`config.mk`:
```
export PLATFORM = sky130hd
export DESIGN_NAME = pal_sync_gen_flat
export DESIGN_NICKNAME = d
export VERILOG_FILES = /design/src/rtl/pal_sync_gen_if.sv /design/src/rtl/pal_sync_gen.sv /design/src/flat_wrapper.sv
export SDC_FILE = /design/constraint.sdc
export NUM_CORES = 1
export LEC_CHECK = 0
export BUFFER_PORTS_ARGS = -buffer_cell sky130_fd_sc_hd__buf_2
export CELL_PAD_IN_SITES_DETAIL_PLACEMENT = 1
export CELL_PAD_IN_SITES_GLOBAL_PLACEMENT = 1
export CORE_MARGIN = 2
export CORE_UTILIZATION = 42
export DETAILED_ROUTE_END_ITERATION = 8
export GPL_TIMING_DRIVEN = 0
export PLACE_DENSITY = 0.83
export SYNTH_ARGS = -nofsm -noshare
export SYNTH_HDL_FRONTEND = slang
export SYNTH_SLANG_ARGS = --single-unit
```
`constraint.sdc`:
```
create_clock -name pixel_clk -period 2.8 [get_ports pixel_clk]
set_clock_uncertainty 0.05 [all_clocks]
set_input_delay 0.28 -clock pixel_clk [delete_from_list [all_inputs] [get_ports pixel_clk]]
set_output_delay 0.28 -clock pixel_clk [all_outputs]
set_load 0.005 [all_outputs]
```
`src/rtl/pal_sync_gen_if.sv`:
```
// Video timing bundle produced by pal_sync_gen: counters, blanking flags,
// composite sync level and field bookkeeping.
interface pal_sync_gen_if;
  logic [8:0] cntHS;
  logic [8:0] cntVS;
  logic       hsync;
  logic       vbl;
  logic       out_sync;
  logic       field_tick;
  logic [7:0] frame_cnt;

  modport master (
    output cntHS,
    output cntVS,
    output hsync,
    output vbl,
    output out_sync,
    output field_tick,
    output frame_cnt
  );

  modport slave (
    input cntHS,
    input cntVS,
    input hsync,
    input vbl,
    input out_sync,
    input field_tick,
    input frame_cnt
  );
endinterface

```
`src/rtl/pal_sync_gen.sv`:
```
// PAL composite timing generator: pixel/line counters, blanking decodes and sync.
// Macro SYNC_SERRATION_EN selects serrated broad/equalizing pulses; undefined gives simplified sync.
module pal_sync_gen #(
  parameter int H_TOTAL        = 512,
  parameter int H_SYNC         = 38,
  parameter int H_EQ           = 19,
  parameter int H_BLANK_END    = 96,
  parameter int V_TOTAL        = 312,
  parameter int V_ACTIVE_START = 40,
  parameter int V_ACTIVE_END   = 296
) (
  input  logic           pixel_clk,
  input  logic           rst,
  pal_sync_gen_if.master vid
);

  localparam logic [8:0] H_LAST       = 9'(H_TOTAL - 1);
  localparam logic [8:0] H_HALF       = 9'(H_TOTAL / 2);
  localparam logic [8:0] H_SYNC_W     = 9'(H_SYNC);
  localparam logic [8:0] H_BLANK_W    = 9'(H_BLANK_END);
  localparam logic [8:0] H_EQ_W       = 9'(H_EQ);
  localparam logic [8:0] H_EQ2_END    = 9'(H_TOTAL / 2 + H_EQ);
  localparam logic [8:0] H_BROAD1_END = 9'(H_TOTAL / 2 - H_SYNC);
  localparam logic [8:0] H_BROAD2_END = 9'(H_TOTAL - H_SYNC);
  localparam logic [8:0] V_LAST       = 9'(V_TOTAL - 1);
  localparam logic [8:0] V_PRELAST    = 9'(V_TOTAL - 2);
  localparam logic [8:0] V_ACT_START  = 9'(V_ACTIVE_START);
  localparam logic [8:0] V_ACT_END    = 9'(V_ACTIVE_END);

  typedef enum logic [1:0] {
    LINE_NORMAL,
    LINE_EQ,
    LINE_BROAD
  } line_class_t;

  logic [8:0]  cnt_h;
  logic [8:0]  cnt_v;
  logic [7:0]  frame_cnt;
  logic        out_sync;
  logic        field_tick;
  line_class_t line_class;
  logic        sync_low;

  always_comb begin
    line_class = LINE_NORMAL;
    if (cnt_v <= 9'd2) begin
      line_class = LINE_BROAD;
    end else if (cnt_v == 9'd3 || cnt_v == 9'd4 ||
                 cnt_v == V_PRELAST || cnt_v == V_LAST) begin
      line_class = LINE_EQ;
    end
  end

  // Sync tip decode for the current counter position; registered below.
  always_comb begin
    sync_low = 1'b0;
`ifdef SYNC_SERRATION_EN
    case (line_class)
      LINE_BROAD:
        sync_low = (cnt_h < H_BROAD1_END) ||
                   (cnt_h >= H_HALF && cnt_h < H_BROAD2_END);
      LINE_EQ:
        sync_low = (cnt_h < H_EQ_W) ||
                   (cnt_h >= H_HALF && cnt_h < H_EQ2_END);
      default:
        sync_low = (cnt_h < H_SYNC_W);
    endcase
`else
    case (line_class)
      LINE_BROAD: sync_low = 1'b1;
      default:    sync_low = (cnt_h < H_SYNC_W);
    endcase
`endif
  end

  always_ff @(posedge pixel_clk) begin
    if (!rst) begin
      cnt_h      <= '0;
      cnt_v      <= '0;
      frame_cnt  <= '0;
      out_sync   <= 1'b1;
      field_tick <= 1'b0;
    end else begin
      if (cnt_h == H_LAST) begin
        cnt_h <= '0;
        if (cnt_v == V_LAST) begin
          cnt_v     <= '0;
          frame_cnt <= frame_cnt + 8'd1;
        end else begin
          cnt_v <= cnt_v + 9'd1;
        end
      end else begin
        cnt_h <= cnt_h + 9'd1;
      end
      // Both lag the counters by one clock so they stay mutually aligned.
      out_sync   <= ~sync_low;
      field_tick <= (cnt_h == 9'd0) && (cnt_v == 9'd0);
    end
  end

  assign vid.cntHS      = cnt_h;
  assign vid.cntVS      = cnt_v;
  assign vid.frame_cnt  = frame_cnt;
  assign vid.out_sync   = out_sync;
  assign vid.field_tick = field_tick;
  assign vid.hsync      = (cnt_h < H_BLANK_W);
  assign vid.vbl        = (cnt_v < V_ACT_START) || (cnt_v >= V_ACT_END);

endmodule

```
`src/flat_wrapper.sv`:
```
// flat-port wrapper written by rule: the top's interface ports become plain ports
module pal_sync_gen_flat 
#(
  parameter int H_TOTAL        = 512,
  parameter int H_SYNC         = 38,
  parameter int H_EQ           = 19,
  parameter int H_BLANK_END    = 96,
  parameter int V_TOTAL        = 312,
  parameter int V_ACTIVE_START = 40,
  parameter int V_ACTIVE_END   = 296
)
  (pixel_clk, rst, vid_cntHS, vid_cntVS, vid_hsync, vid_vbl, vid_out_sync, vid_field_tick, vid_frame_cnt);
  pal_sync_gen_if vid_i ();
  input  logic pixel_clk;
  input  logic rst;
  output wire logic [$bits(vid_i.cntHS)-1:0] vid_cntHS;
  output wire logic [$bits(vid_i.cntVS)-1:0] vid_cntVS;
  output wire logic [$bits(vid_i.hsync)-1:0] vid_hsync;
  output wire logic [$bits(vid_i.vbl)-1:0] vid_vbl;
  output wire logic [$bits(vid_i.out_sync)-1:0] vid_out_sync;
  output wire logic [$bits(vid_i.field_tick)-1:0] vid_field_tick;
  output wire logic [$bits(vid_i.frame_cnt)-1:0] vid_frame_cnt;
  assign vid_cntHS = vid_i.cntHS;
  assign vid_cntVS = vid_i.cntVS;
  assign vid_hsync = vid_i.hsync;
  assign vid_vbl = vid_i.vbl;
  assign vid_out_sync = vid_i.out_sync;
  assign vid_field_tick = vid_i.field_tick;
  assign vid_frame_cnt = vid_i.frame_cnt;
  pal_sync_gen #(.H_TOTAL(H_TOTAL), .H_SYNC(H_SYNC), .H_EQ(H_EQ), .H_BLANK_END(H_BLANK_END), .V_TOTAL(V_TOTAL), .V_ACTIVE_START(V_ACTIVE_START), .V_ACTIVE_END(V_ACTIVE_END)) u_core (.pixel_clk(pixel_clk), .rst(rst), .vid(vid_i));
endmodule
```
==> results of run 1 <==
## layout make-up
cell class / count / area, sq um
flip-flops and latches: 28 / 561
clock buffers: 3 / 22.5
multi-input cells: 118 / 749
inverters: 9 / 33.8
fillers: 403 / 1440
clock inverters: 1 / 30.0
plain buffers: 6 / 33.8
repair buffers: 31 / 155
well taps: 44 / 55.1
## worst max-delay path, cell delays in order, from the launching register on
cell	delay (ps)
dfxtp_1	450
ha_1	240
nand4_1	160
nor2_1	150
ha_1	270
buf_2	260
nand4_1	120
nor4_1	290
xnor2_1	180
nor2_1	70
## registers in the layout, summed over array words and instances (netlist names)
signal / count
u_core.vid.field_tick: 1
u_core.vid.cntHS: 9
u_core.vid.cntVS: 9
u_core.vid.frame_cnt: 8
u_core.vid.out_sync: 1
## cell families (layout without fill, tap and decap cells)
group | Yosys count | in the layout | share of synthesized area, %
compound gates | 13 | 13 | 5.45
xor+xnor | 19 | 19 | 12.1
fa+ha+maj | 7 | 7 | 6.36
buf+inv | 15 | 50 | 4.90
flops | 28 | 28 | 40.7
mux | 1 | 1 | 0.727
simple gates | 78 | 78 | 29.8
## metrics by stage
stage	hold WS (ps)	setup slack [ps]	area (sq um)
floorplan	306	870	1380
global placement	425	560	1590
detailed placement	437	485	1590
CTS	136	426	1640
global route	136	234	1640
finish	136	443	1640
## final timing paths
path / from / depth (start not counted) / to / slack (ps)
worst max-delay path: u_core.vid.cntHS[0] / 9 / u_core.vid.frame_cnt[5] / 440
worst min-delay path: rst / 2 / u_core.vid.out_sync / 140
worst max register to register: u_core.vid.cntHS[0] / 9 / u_core.vid.frame_cnt[5] / 440
worst min register to register: u_core.vid.cntHS[0] / 1 / u_core.vid.cntHS[0] / 470
## routing by layer
metal,global-route usage [%],routed length [um],vias to the layer above,share of wire [%]
met5,0,0,-,0
met4,8.39,54,0,1.7
met3,1.89,91,5,2.9
met2,31.0,1430,25,46
met1,25.4,1540,570,49
li1,-,-,616,-
## cells in the final DEF, fill, tap and decap left out
master     instances
clkbuf_1           2
xnor2_1           12
dfxtp_1           28
nand3_4            1
bufinv_16          1
and2_1             1
o21a_1             2
and4bb_4           1
clkbuf_4           3
a21oi_1            5
buf_2             34
and4b_2            1
xor2_1             7
nand4_1            7
nor4_1             3
and3_1             1
nand4b_1           1
nand4bb_1          1
nand3_1           10
nor3_1             5
o21ai_0            4
nor2_1            28
and4_1             2
o211ai_1           1
nand2_1           11
nand2b_1           2
buf_6              1
or3_1              3
a211oi_1           1
mux2i_1            1
inv_1              9
ha_1               7
## power by group through the flow
stage                     Combinational [W]  Sequential [W]  Clock, W
final                             0.0000307        0.000410  0.000273
after global routing              0.0000354        0.000411  0.000292
after CTS                         0.0000316        0.000410  0.000277
after detailed placement          0.0000313        0.000419         0
after global placement            0.0000299        0.000418         0
after floorplan                   0.0000173        0.000418         0
==> results.md, run 1 <==
* RePlAce Congestion at 0.783
* Unique masters post-synth at 30
* Most area-hungry cell type in the Yosys netlist: dfxtp_1
* Status: finished clean
* Psw at about 0.00015 W
* Die Footprint at approximately 3800 sq um
* Die Height at a little over 60 um
* Post-Syn Area at approximately 1400 sq um
* Final WL at 3.11 mm
* CTS resizes at 0
* Worst Path Required at around 3000 ps
* Vias at roughly 1.2k
* Synth top cells by count: dfxtp_1 (28), nor2_1 (28), xnor2_1 (12)
* Layout cells sized above 1 at 21.4%
* Sw Share at 21.3%
* Root Driver: clkbuf_4
* PD cells at approximately 430 nW/um^2
* Post-Syn Instances at approximately 160
* Reg clk slew, reported paths at 160 ps
* VDD IR-drop max at 0.000289 V
* WL/cell at about 13 um
* Overall Power at between 0.0007 and 0.0008 W
* GRT overflow at 0
* CTS Buf Count at 3
* Worst Path Arrival at 2550 ps
* Clock sinks at 28
* Finished Core Util at around 53%
* Residual DRC at 0
* Final period util at 84.2%
* Row count at 20
* Mapped Nets at 170
* Slew at the pin with the worst max-slew slack at slightly above 400 ps
* Worst relative slew slack at just over 70%
* Synth warn at 0
* Die X at approximately 60 um
* Tmin final at 2360 ps
* Largest cells by area after synthesis: dfxtp_1 (41%), nor2_1 (7.6%), xnor2_1 (7.6%)
* Final Non-Filler Cells at 240
* Int Pwr at approximately 0.00056 W
* H-Tree Depth at 1
* Fmax at roughly 0.42 GHz
* Post-CTS setup repair buffer count at 0
* Final slew viol count at 0
* Cts hold-fix bufs at 0
* Port Buffers at 31
* Startpoint Class: flip-flop
* Pleak at roughly 0.70 nW
* Vias in the first global route at about 1.2k
* Worst Hold Class: input port to flip-flop
* Flop pwr share at around 57%
* Share of Yosys cell area claimed by the top area cell type at between 40% and 50%
* Clock power frac at a little under two fifths
* Diodes inserted at 0
* # IOs at 32
* Nets at 206
* Crit Path Class: flip-flop to flip-flop
* Dpl cells at roughly 240
* Core ar. at around 3000 sq um
* Final Setup Violations at 0
* Asr flop ratio synth at 0%
* Ys flop type: dfxtp_1
* Post-synth EDFFs at 0
* Largest net degree at the start of global routing at 17
* P&R area growth vs syn at 19.1%
* Sequential area share after synthesis at around two fifths
* First-pass GRT wire length at between 5 and 6 mm
* Synthesized area per cell at ~8.6 sq um
* RSZ-0062 raised after global routing: false
* Max cap viols at 0
* Yosys reg bits at 28
* TritonRoute pass-1 iters at 4
* CTS tree: done
* Via density at approximately 5
* Final hold viol count at 0
* Combinational power share at under 10%
* Worst skew pair latency at about 350 ps
* Initial antenna violation count at 0
* Final ANT Viol Nets at 0
* Detailed Place HPWL at about 2.4 mm
* Setup TNS at 0 ps
* Clock tree buffer depth at 2
* DRT iter0 DRCs at 30
* Crit Path Max Fanout at 10
* Critical Path End Type: flip-flop
* Initial Utilization at between 40 and 50%
* Gr usage total at 19.0%
No activity file was read; power rests on OpenSTA's default activity.
==> run 2: changes to the inputs <==
Settings changed: CORE_UTILIZATION 42 to 35, PLACE_DENSITY 0.83 to 0.74.
Clock period 2.8 ns to 2.1 ns, I/O delays scaled along.
==> run 2 against run 1 <==
Critical path depth is 1 lower. Global-route usage fell by 2.0 points. Sequential share of layout area fell by 0.72 points. Total power rose by 29%. Via count stayed put. Largest cell class unchanged. Non-clock buffer count is the same. Cell count increased by 1.7%. Wire length up 6.6%. Die area grew 19%. First-iteration DRC count is 13% higher. Cell area rose by 3.5%. Clock power is 23% higher. Critical path type unchanged.
==> results.md, run 2 (synthesized netlist as in run 1, its figures left out) <==
* Layout cells sized above 1 at 26.0% (was 21.4%)
* Row count at 22 (was 20)
* Final period util at 93.6% (was 84.2%)
* Gr usage total at 17.0% (was 19.0%)
* Stages on the worst setup path at 8 (was 9)
* Final Setup Violations at 0 (unchanged)
* Clock tree buffer depth at 2 (unchanged)
* Max Used Layer: met4 (unchanged)
* Cts hold-fix bufs at 0 (unchanged)
* CTS tree: done (unchanged)
* Worst skew pair latency at 280 ps (was 350 ps)
* Worst r2r path cells at 8 (was 9)
* Nets at 206 (unchanged)
* Slowest-stage cell, CP: dfxtp_4 (was dfxtp_1)
* CTS Buf Count at 3 (unchanged)
* Met3 wire len at 115 um (was 91 um)
* Slew at the pin with the worst max-slew slack at 359 ps (was 408 ps)
* Vias in the first global route at 1257 (was 1197)
* GRT overflow at 0 (unchanged)
* Critical-path cell list: ha_2, nand4_1, nor2_1, ha_2, and4_1, nand4_1, o21a_1, o21a_1 (was ha_1, nand4_1, nor2_1, ha_1, buf_2, nand4_1, nor4_1, xnor2_1, nor2_1)
* Tmin final at 1960 ps (was 2360 ps)
* RSZ-0062 raised after global routing: false (unchanged)
* Detailed Place HPWL at 2.58 mm (was 2.39 mm)
* Worst Path Arrival at 2100 ps (was 2550 ps)
* Startpoint Class: flip-flop (unchanged)
* Final slew viol count at 0 (unchanged)
* Final hold viol count at 0 (unchanged)
* Crit path buffers/inverters at 0 (was 1)
* FILL cells at 488 (was 403)
* Most common cell after layout, fill and taps aside: buf_2 (unchanged)
* Final WL at 3.32 mm (was 3.11 mm)
* Port Buffers at 31 (unchanged)
* Reg clk slew, reported paths at 90 ps (was 160 ps)
* Clock sinks at 28 (unchanged)
* Die X at 66.7 um (was 61.3 um)
* Residual DRC at 0 (unchanged)
* Final ANT Viol Nets at 0 (unchanged)
* FF-to-FF setup slack at 140 ps (was 440 ps)
* Root Driver: clkbuf_8 (was clkbuf_4)
* Met2 WL at 1.67 mm (was 1.43 mm)
* H-Tree Depth at 1 (unchanged)
* Largest net degree at the start of global routing at 16 (was 17)
* DRT iter0 DRCs at 34 (was 30)
* Pleak at 0.725 nW (was 0.703 nW)
* VDD IR-drop max at 0.000310 V (was 0.000289 V)
* Delay-heaviest family, CP: simple AND/OR/NAND/NOR gates (unchanged)
* RePlAce Congestion at 0.736 (was 0.783)
* Final Instance Area at 1700 sq um (was 1640 sq um)
* Crit path to: u_core.vid.frame_cnt[7] (was u_core.vid.frame_cnt[5])
* Worst relative slew slack at 76.1% (was 72.8%)
* Initial antenna violation count at 0 (unchanged)
* Max cap viols at 0 (unchanged)
* Setup TNS at 0 ps (unchanged)
* Most frequent cells in the layout: buf_2 (33), nor2_1 (27), dfxtp_1 (26) (was buf_2 (34), nor2_1 (28), dfxtp_1 (28))
* First-pass GRT wire length at 5.75 mm (was 5.24 mm)
* TritonRoute pass-1 iters at 3 (was 4)
* Crit Path Max Fanout at 6 (was 10)
* Vias at 1216 (unchanged)
* Status: finished clean (unchanged)
* R2r endpoint: u_core.vid.frame_cnt[7] (was u_core.vid.frame_cnt[5])
* Diodes inserted at 0 (unchanged)
* Die Footprint at 4450 sq um (was 3750 sq um)
* Via density at 4.98 (was 5.07)
* Worst Path Required at 2230 ps (was 2990 ps)
* Worst Hold Class: input port to flip-flop (unchanged)
* Core ar. at 3720 sq um (was 3080 sq um)
* PD cells at 544 nW/um^2 (was 435 nW/um^2)
* WL/cell at 13.6 um (was 13.0 um)
* Crit path from: u_core.vid.cntHS[1] (was u_core.vid.cntHS[0])
* Placed cell areas at 1590 sq um (about the same)
* Slowest cell delay on critical path at 380 ps (was 450 ps)
* # IOs at 32 (unchanged)
* Crit Path Class: flip-flop to flip-flop (unchanged)
* Initial Utilization at 37.1% (was 44.8%)
* FF-to-FF Start: u_core.vid.cntHS[1] (was u_core.vid.cntHS[0])
* P&R area growth vs syn at 23.3% (was 19.1%)
* Die Height at 66.7 um (was 61.3 um)
* Met1 WL at 1.48 mm (was 1.54 mm)
* Critical Path End Type: flip-flop (unchanged)
* Fmax at 0.509 GHz (was 0.424 GHz)
==> run 2: power by group <==
| group | switching (W) | internal (W) |
|---|---|---|
| clock network | 0.000167 | 0.000168 |
| registers | 0.00000870 | 0.000539 |
| logic | 0.0000235 | 0.0000165 |
==> run 2: layer usage <==
metal / GRT usage, % / up-vias
met2: 31.3 / 20
met1: 19.5 / 579
met3: 2.87 / 5
li1: - / 612
met5: 0 / -
met4: 6.12 / 0
==> run 2: stage by stage <==
stage	power, W	util (%)	std cells	hold WS, ps	setup WS, ps
final	0.000923	45.7	244	157	135
after global routing	0.000971	45.7	244	171	0.612
after CTS	0.000942	44.9	243	161	7.39
after detailed placement	0.000601	42.9	240	448	-231
after global placement	0.000598	42.9	240	427	-181
after floorplan	0.000581	-	161	236	170
==> run 2: layout make-up <==
| class | instances | area (sq um) | share of cell area [%] |
|---|---|---|---|
| clock buffers | 4 | 55.1 | 3.24 |
| well taps | 48 | 60.1 | 3.54 |
| multi-input cells | 118 | 778 | 45.8 |
| repair buffers | 33 | 170 | 10.0 |
| flip-flops and latches | 28 | 568 | 33.5 |
| plain buffers | 4 | 32.5 | 1.92 |
| inverters | 9 | 33.8 | 1.99 |
==> run 2: worst register-to-register path: stages, from the launching register on <==
cell,delay [ps]
dfxtp_4,380
ha_2,200
nand4_1,130
nor2_1,130
ha_2,230
and4_1,180
nand4_1,150
o21a_1,230
o21a_1,180
==> run 2: worst min path at each step <==
| stage | cells past startpoint | endpoint | start |
|---|---|---|---|
| after detailed placement | 1 | u_core.vid.cntHS[0] | u_core.vid.cntHS[0] |
| after floorplan | 1 | u_core.vid.out_sync | rst |
| after CTS | 2 | u_core.vid.out_sync | rst |
| after global routing | 2 | u_core.vid.frame_cnt[7] | rst |
| final | 2 | u_core.vid.out_sync | rst |
| after global placement | 1 | u_core.vid.cntHS[0] | u_core.vid.cntHS[0] |
==> run 2: what timing repair did <==
| action | 4_1_cts | 5_1_grt |
|---|---|---|
| buffers inserted | 1 | 1 |
| resized for setup | 7 | 5 |
| setup endpoints to repair | 17 | 6 |
| cloned | 0 | 0 |
| pin swaps | 1 | 5 |
